### src/rtl/psec6_readout_sequencer_if.sv
// rtl/psec6_readout_sequencer_if.sv - start/mask, channel serial and word handshake bundle for the readout sequencer
interface psec6_readout_sequencer_if #(
  parameter int NUM_CH = 8
);
  logic              START;
  logic [NUM_CH-1:0] CH_MASK;
  logic [NUM_CH-1:0] CNT_SER;
  logic              DATA_READY;
  logic [NUM_CH-1:0] INST_READOUT;
  logic [2:0]        SELECT_REG;
  logic [15:0]       DATA_OUT;
  logic              DATA_VALID;
  logic              BUSY;
  logic              DONE;

  modport master (
    input  START, CH_MASK, CNT_SER, DATA_READY,
    output INST_READOUT, SELECT_REG, DATA_OUT, DATA_VALID, BUSY, DONE
  );

  modport slave (
    output START, CH_MASK, CNT_SER, DATA_READY,
    input  INST_READOUT, SELECT_REG, DATA_OUT, DATA_VALID, BUSY, DONE
  );
endinterface

### src/rtl/psec6_readout_sequencer.sv
// rtl/psec6_readout_sequencer.sv - walks enabled channels, reads CA..CE and trigger_cnt, emits tagged words
module psec6_readout_sequencer #(
  parameter int NUM_CH = 8,
  parameter int WORD_W = 10
) (
  input  logic SPI_CLK,
  input  logic RST,
  psec6_readout_sequencer_if.master bus
);

  typedef enum logic [2:0] {S_IDLE, S_LOAD, S_SHIFT, S_PRESENT, S_FINISH} state_t;

  state_t            state_q, state_d;
  logic [NUM_CH-1:0] mask_q, mask_d;
  logic [2:0]        ch_ptr_q, ch_ptr_d;
  logic [2:0]        reg_ptr_q, reg_ptr_d;
  logic [3:0]        bit_cnt_q, bit_cnt_d;
  logic [WORD_W-1:0] shift_q, shift_d;
  logic [NUM_CH-1:0] inst_q, inst_d;
  logic [2:0]        sel_q, sel_d;
  logic [15:0]       data_q, data_d;
  logic              valid_q, valid_d;
  logic              busy_q, busy_d;
  logic              done_q, done_d;

  logic              ser_bit;
  logic              first_found, next_found;
  logic [2:0]        first_idx, next_idx;

  always_comb begin
    ser_bit     = 1'b0;
    first_found = 1'b0;
    first_idx   = 3'd0;
    next_found  = 1'b0;
    next_idx    = 3'd0;
    // Descending scans so the lowest qualifying channel wins.
    for (int i = NUM_CH - 1; i >= 0; i--) begin
      if (ch_ptr_q == 3'(i)) ser_bit = bus.CNT_SER[i];
      if (bus.CH_MASK[i]) begin
        first_found = 1'b1;
        first_idx   = 3'(i);
      end
      if (mask_q[i] && (3'(i) > ch_ptr_q)) begin
        next_found = 1'b1;
        next_idx   = 3'(i);
      end
    end
  end

  always_comb begin
    state_d   = state_q;
    mask_d    = mask_q;
    ch_ptr_d  = ch_ptr_q;
    reg_ptr_d = reg_ptr_q;
    bit_cnt_d = bit_cnt_q;
    shift_d   = shift_q;
    inst_d    = '0;
    sel_d     = sel_q;
    data_d    = data_q;
    valid_d   = valid_q;
    busy_d    = busy_q;
    done_d    = 1'b0;

    case (state_q)
      S_IDLE: begin
        if (bus.START) begin
          mask_d    = bus.CH_MASK;
          reg_ptr_d = 3'd0;
          busy_d    = 1'b1;
          ch_ptr_d  = first_idx;
          state_d   = first_found ? S_LOAD : S_FINISH;
        end
      end
      S_LOAD: begin
        bit_cnt_d = 4'd0;
        state_d   = S_SHIFT;
      end
      S_SHIFT: begin
        shift_d   = {shift_q[WORD_W-2:0], ser_bit};
        bit_cnt_d = bit_cnt_q + 4'd1;
        if (bit_cnt_q == 4'(WORD_W - 1)) begin
          data_d  = {ch_ptr_q, reg_ptr_q, shift_d};
          valid_d = 1'b1;
          state_d = S_PRESENT;
        end
      end
      S_PRESENT: begin
        if (bus.DATA_READY) begin
          valid_d = 1'b0;
          if (reg_ptr_q < 3'd5) begin
            reg_ptr_d = reg_ptr_q + 3'd1;
            state_d   = S_LOAD;
          end else if (next_found) begin
            ch_ptr_d  = next_idx;
            reg_ptr_d = 3'd0;
            state_d   = S_LOAD;
          end else begin
            busy_d  = 1'b0;
            state_d = S_FINISH;
          end
        end
      end
      S_FINISH: begin
        busy_d  = 1'b0;
        state_d = S_IDLE;
      end
      default: state_d = S_IDLE;
    endcase

    // Channel-facing and DONE outputs are registered off the next state so they line up with it.
    if (state_d == S_LOAD) begin
      sel_d = reg_ptr_d;
      for (int i = 0; i < NUM_CH; i++) begin
        if (ch_ptr_d == 3'(i)) inst_d[i] = 1'b1;
      end
    end
    if (state_d == S_FINISH) done_d = 1'b1;
  end

  always_ff @(posedge SPI_CLK or posedge RST) begin
    if (RST) begin
      state_q   <= S_IDLE;
      mask_q    <= '0;
      ch_ptr_q  <= 3'd0;
      reg_ptr_q <= 3'd0;
      bit_cnt_q <= 4'd0;
      shift_q   <= '0;
      inst_q    <= '0;
      sel_q     <= 3'd0;
      data_q    <= 16'd0;
      valid_q   <= 1'b0;
      busy_q    <= 1'b0;
      done_q    <= 1'b0;
    end else begin
      state_q   <= state_d;
      mask_q    <= mask_d;
      ch_ptr_q  <= ch_ptr_d;
      reg_ptr_q <= reg_ptr_d;
      bit_cnt_q <= bit_cnt_d;
      shift_q   <= shift_d;
      inst_q    <= inst_d;
      sel_q     <= sel_d;
      data_q    <= data_d;
      valid_q   <= valid_d;
      busy_q    <= busy_d;
      done_q    <= done_d;
    end
  end

  assign bus.INST_READOUT = inst_q;
  assign bus.SELECT_REG   = sel_q;
  assign bus.DATA_OUT     = data_q;
  assign bus.DATA_VALID   = valid_q;
  assign bus.BUSY         = busy_q;
  assign bus.DONE         = done_q;

endmodule

### src/flat_wrapper.sv
// flat-port wrapper written by rule: the top's interface ports become plain ports
module psec6_readout_sequencer_flat 
#(
  parameter int NUM_CH = 8,
  parameter int WORD_W = 10
)
  (SPI_CLK, RST, bus_START, bus_CH_MASK, bus_CNT_SER, bus_DATA_READY, bus_INST_READOUT, bus_SELECT_REG, bus_DATA_OUT, bus_DATA_VALID, bus_BUSY, bus_DONE);
  psec6_readout_sequencer_if #(.NUM_CH(NUM_CH)) bus_i ();
  input  logic SPI_CLK;
  input  logic RST;
  input wire logic [$bits(bus_i.START)-1:0] bus_START;
  input wire logic [$bits(bus_i.CH_MASK)-1:0] bus_CH_MASK;
  input wire logic [$bits(bus_i.CNT_SER)-1:0] bus_CNT_SER;
  input wire logic [$bits(bus_i.DATA_READY)-1:0] bus_DATA_READY;
  output wire logic [$bits(bus_i.INST_READOUT)-1:0] bus_INST_READOUT;
  output wire logic [$bits(bus_i.SELECT_REG)-1:0] bus_SELECT_REG;
  output wire logic [$bits(bus_i.DATA_OUT)-1:0] bus_DATA_OUT;
  output wire logic [$bits(bus_i.DATA_VALID)-1:0] bus_DATA_VALID;
  output wire logic [$bits(bus_i.BUSY)-1:0] bus_BUSY;
  output wire logic [$bits(bus_i.DONE)-1:0] bus_DONE;
  assign bus_i.START = bus_START;
  assign bus_i.CH_MASK = bus_CH_MASK;
  assign bus_i.CNT_SER = bus_CNT_SER;
  assign bus_i.DATA_READY = bus_DATA_READY;
  assign bus_INST_READOUT = bus_i.INST_READOUT;
  assign bus_SELECT_REG = bus_i.SELECT_REG;
  assign bus_DATA_OUT = bus_i.DATA_OUT;
  assign bus_DATA_VALID = bus_i.DATA_VALID;
  assign bus_BUSY = bus_i.BUSY;
  assign bus_DONE = bus_i.DONE;
  psec6_readout_sequencer #(.NUM_CH(NUM_CH), .WORD_W(WORD_W)) u_core (.SPI_CLK(SPI_CLK), .RST(RST), .bus(bus_i));
endmodule
### config.mk
export PLATFORM = sky130hd
export DESIGN_NAME = psec6_readout_sequencer_flat
export DESIGN_NICKNAME = d
export VERILOG_FILES = /design/src/rtl/psec6_readout_sequencer_if.sv /design/src/rtl/psec6_readout_sequencer.sv /design/src/flat_wrapper.sv
export SDC_FILE = /design/constraint.sdc
export NUM_CORES = 1
export LEC_CHECK = 0
export CAP_MARGIN = 30
export CORE_ASPECT_RATIO = 0.75
export CORE_MARGIN = 1.5
export CORE_UTILIZATION = 56
export DETAILED_ROUTE_END_ITERATION = 10
export PLACE_DENSITY = 0.84
export SLEW_MARGIN = 10
export SYNTH_ARGS = -nofsm -noshare
export SYNTH_HDL_FRONTEND = slang
export SYNTH_SLANG_ARGS = --single-unit
### constraint.sdc
create_clock -name SPI_CLK -period 4.7 [get_ports SPI_CLK]
set_input_delay 1.175 -clock SPI_CLK [delete_from_list [all_inputs] [get_ports SPI_CLK]]
set_output_delay 1.175 -clock SPI_CLK [all_outputs]
set_load 0.02 [all_outputs]
==> reports/qor.csv <==
metric,value,unit
run_status,"complete, no violations",
dominantRegCellSynth,sky130_fd_sc_hd__dfrtp_1,
worst-path-max-fanout,9,
die_width,84.7,um
mostFrequentLayoutCell,sky130_fd_sc_hd__dfrtp_1,
reg2reg_depth,6,
track_usage,0.244,
share_of_async_settable_or_async_resettable_flops_after_synthesis,1.00,
synth_edf_count,0,
synth_largest_type_area_fraction,0.527,
starting_utilization_of_the_core_area,0.578,
groute.layer.met1.usage,0.328,
layout_common_cells,"59 x sky130_fd_sc_hd__dfrtp_1, 49 x sky130_fd_sc_hd__clkdlybuf4s50_1, 29 x sky130_fd_sc_hd__nand2_1, 24 x sky130_fd_sc_hd__mux2_2, 17 x sky130_fd_sc_hd__nor2_1",
numClockSinks,59,
wire_per_inst,16.5,um
critical-path-max-stage-delay,560,ps
ys_types,52,
drt_pass1_iterations,7,
power.ir.vdd_worst,387,uV
crit_chain,"clkdlybuf4s50_1, nand4b_1, nand2b_1, or4_1, o211ai_2, nor3b_1",
aggregate_global_routing_overflow,0,
grt.met3_usage,0.0904,
die_area,5440,um^2
type_of_the_worst_setup_path,in -> reg,
finalSetupTns,0,ps
area_growth_syn_to_layout,27.0,%
antenna-diode-count,0,
ys_ff_latch,59,
placementRows,22,
design.final.nets,325,
first_global_vias,2078,
hold_violations,0,
final_layout_size_suffix_gt1_frac,0.205,
fin_skew,6.35,ps
global_route.usage.met2,0.366,
nFillCells,342,
clk_transition_reported_paths,70,ps
detail_route.vias_per_cell,5.91,
maxClockFrequency,328,MHz
pin_count_of_the_biggest_net_entering_global_routing,33,
post-route-drc-count,0,
routed-via-count,2168,
initial_antenna_violation_count,0,
drt-initial-drc-count,214,
timing.critical_path.to_type,flip-flop,
number_of_max_cap_violations,0,
slew_viol_final,0,
max_slew.worst_pin.slew,817,ps
postCtsSetupRepairBufs,0,
numCtsBuffers,9,
critPathRequiredTime,4940,ps
synth.yosys.warnings,0,
grt_pass1_wl,10100,um
syn-mean-instance-area,11.3,um^2
period_minus_slack,3050,ps
finalPower,2.21,mW
reg2reg_slack,2270,ps
fp.coreArea,4840,um^2
worstSetupStartpoint,bus_DATA_READY,
syn-instance-count,248,
cts_buffer_depth,2,
critPathArrivalTime,3290,ps
hold_path_class,reg -> reg,
buffer_ports.inserted,49,
cellPowerDensity,622,nW/um^2
worstHoldPathCells,2,
netlist_area,2800,um^2
critical_path_buf_inv_count,1,
cp.depth,6,
insertion_delay,340,ps
io-pin-count,50,
hpwlAfterDp,4180,um
htreeDepth,3,
cp_top_family,simple AND/OR/NAND/NOR gates,
clock_tree.root_cell,sky130_fd_sc_hd__clkbuf_8,
critical_path.reg2reg.endpoint,u_core.bus.INST_READOUT[6]$_DFF_PP0_,
tritoncts,yes,
crit_end,u_core.bus.INST_READOUT[6]$_DFF_PP0_,
cp-start-kind,primary input,
drt-total-wl,6070,um
nets_in_the_synthesized_netlist,271,
most_area_consuming_cells_after_synthesis,"sky130_fd_sc_hd__dfrtp_1 53%, sky130_fd_sc_hd__mux2_2 9.6%, sky130_fd_sc_hd__nand2_1 3.9%",
cellLeakagePower,1.58,nW
setup_viol,0,
seq_area_frac_synth,0.527,
gp_congestion,0.867,
gr-max-usage-layer,met2,
layout_worst_path_cycle_share,0.649,
die_height,64.3,um
reg2reg_from,u_core.ch_ptr_q[0]$_DFF_PP0_,
route.antenna.remaining_nets,0,
rsz_0062_raised_after_global_routing,no,
synth.largest_area_cell,sky130_fd_sc_hd__dfrtp_1,
cp_slowest_cell,sky130_fd_sc_hd__or4_1,
cts_resized,0,
slew_headroom,0.454,
post_cts_hold_buffer_count,0,
[registers in the layout (all words and copies together) (netlist names)]
signal	count
u_core.bus.DATA_VALID	1
u_core.bit_cnt_q	4
u_core.mask_q	7
u_core.bus.SELECT_REG	3
u_core.bus.INST_READOUT	8
u_core.bus.DATA_OUT	16
u_core.shift_q	9
u_core.reg_ptr_q	3
u_core.bus.DONE	1
u_core.state_q	3
u_core.ch_ptr_q	3
u_core.bus.BUSY	1
[per-layer routing]
layer | share of wire | vias to the layer above
li1 | - | 999
met1 | 0.45 | 1053
met2 | 0.46 | 106
met3 | 0.082 | 10
met4 | 0.012 | 0
met5 | 0 | -
[worst min path at each step]
stage / end / start / slack, ps
2_1_floorplan: u_core.mask_q[3]$_DFFE_PP0P_ / u_core.mask_q[3]$_DFFE_PP0P_ / 440
3_3_place_gp: u_core.mask_q[3]$_DFFE_PP0P_ / u_core.mask_q[3]$_DFFE_PP0P_ / 470
3_5_place_dp: u_core.mask_q[3]$_DFFE_PP0P_ / u_core.mask_q[3]$_DFFE_PP0P_ / 480
4_1_cts: u_core.mask_q[3]$_DFFE_PP0P_ / u_core.mask_q[3]$_DFFE_PP0P_ / 490
5_1_grt: u_core.bus.DATA_VALID$_DFFE_PP0P_ / u_core.bus.DATA_VALID$_DFFE_PP0P_ / 510
6_report: u_core.mask_q[3]$_DFFE_PP0P_ / u_core.mask_q[3]$_DFFE_PP0P_ / 480
[area by class of cell]
class / instances / area [um^2] / area share
flip-flops and latches: 59 / 1480 / 0.415
multi-input cells: 171 / 1250 / 0.351
repair buffers: 52 / 513 / 0.144
clock buffers: 12 / 165 / 0.0464
well taps: 60 / 75.1 / 0.0211
clock inverters: 4 / 47.5 / 0.0134
inverters: 9 / 33.8 / 0.00949
[cell usage after synthesis (2+ instances only)]
cell type and instances:
sky130_fd_sc_hd__or3b_1 2, sky130_fd_sc_hd__nor3_1 8, sky130_fd_sc_hd__a31oi_1 4, sky130_fd_sc_hd__nand2_2 2, sky130_fd_sc_hd__nand3_1 4, sky130_fd_sc_hd__nor2_1 17
sky130_fd_sc_hd__nand2_1 29, sky130_fd_sc_hd__mux2_2 24, sky130_fd_sc_hd__o21ai_0 11, sky130_fd_sc_hd__mux4_2 2, sky130_fd_sc_hd__nand2b_1 5, sky130_fd_sc_hd__or2_2 2
sky130_fd_sc_hd__nor4_1 2, sky130_fd_sc_hd__or4_1 2, sky130_fd_sc_hd__o21a_1 3, sky130_fd_sc_hd__o211ai_1 2, sky130_fd_sc_hd__ha_1 3, sky130_fd_sc_hd__o21bai_1 4
sky130_fd_sc_hd__and3b_1 3, sky130_fd_sc_hd__nor3b_1 5, sky130_fd_sc_hd__mux2i_1 2, sky130_fd_sc_hd__a221oi_1 2, sky130_fd_sc_hd__buf_2 2, sky130_fd_sc_hd__nor2b_1 2
sky130_fd_sc_hd__inv_1 8, sky130_fd_sc_hd__dfrtp_1 59, sky130_fd_sc_hd__a21oi_1 9, sky130_fd_sc_hd__clkbuf_1 6
[where the power goes]
part,leakage (nW),switching (mW),internal [mW]
clock network,0.108,0.197,0.286
registers,0.752,0.184,0.689
logic,0.716,0.438,0.418
total,1.58,0.820,1.39
[worst register-to-register path, cell delays in order (launching register included)]
cell,delay (ps)
sky130_fd_sc_hd__dfrtp_1,530
sky130_fd_sc_hd__or3b_1,480
sky130_fd_sc_hd__nand4_2,170
sky130_fd_sc_hd__nor3_1,140
sky130_fd_sc_hd__or4_1,560
sky130_fd_sc_hd__o211ai_2,180
sky130_fd_sc_hd__nor3b_1,270
[kinds of logic after synthesis]
kind of cell | share of synthesized area
AO/OA/AOI/OAI | 0.126
adder cells (fa/ha/maj) | 0.0134
buffers and inverters | 0.0277
flip-flops | 0.527
multiplexers | 0.124
AND/OR/NAND/NOR | 0.183
[per-stage QoR]
| stage | util | cell area [um^2] | setup slack, ps | std cells | hold slack, ps |
|---|---|---|---|---|---|
| after floorplan | - | 2800 | 2070 | 248 | 441 |
| after global placement | 0.691 | 3350 | 1480 | 351 | 474 |
| after detailed placement | 0.691 | 3350 | 1370 | 351 | 475 |
| after CTS | 0.735 | 3560 | 1700 | 367 | 490 |
| after global routing | 0.735 | 3560 | 1570 | 367 | 513 |
| final | 0.735 | 3560 | 1650 | 367 | 483 |
Note: power is estimated with default switching activity, not from simulation.
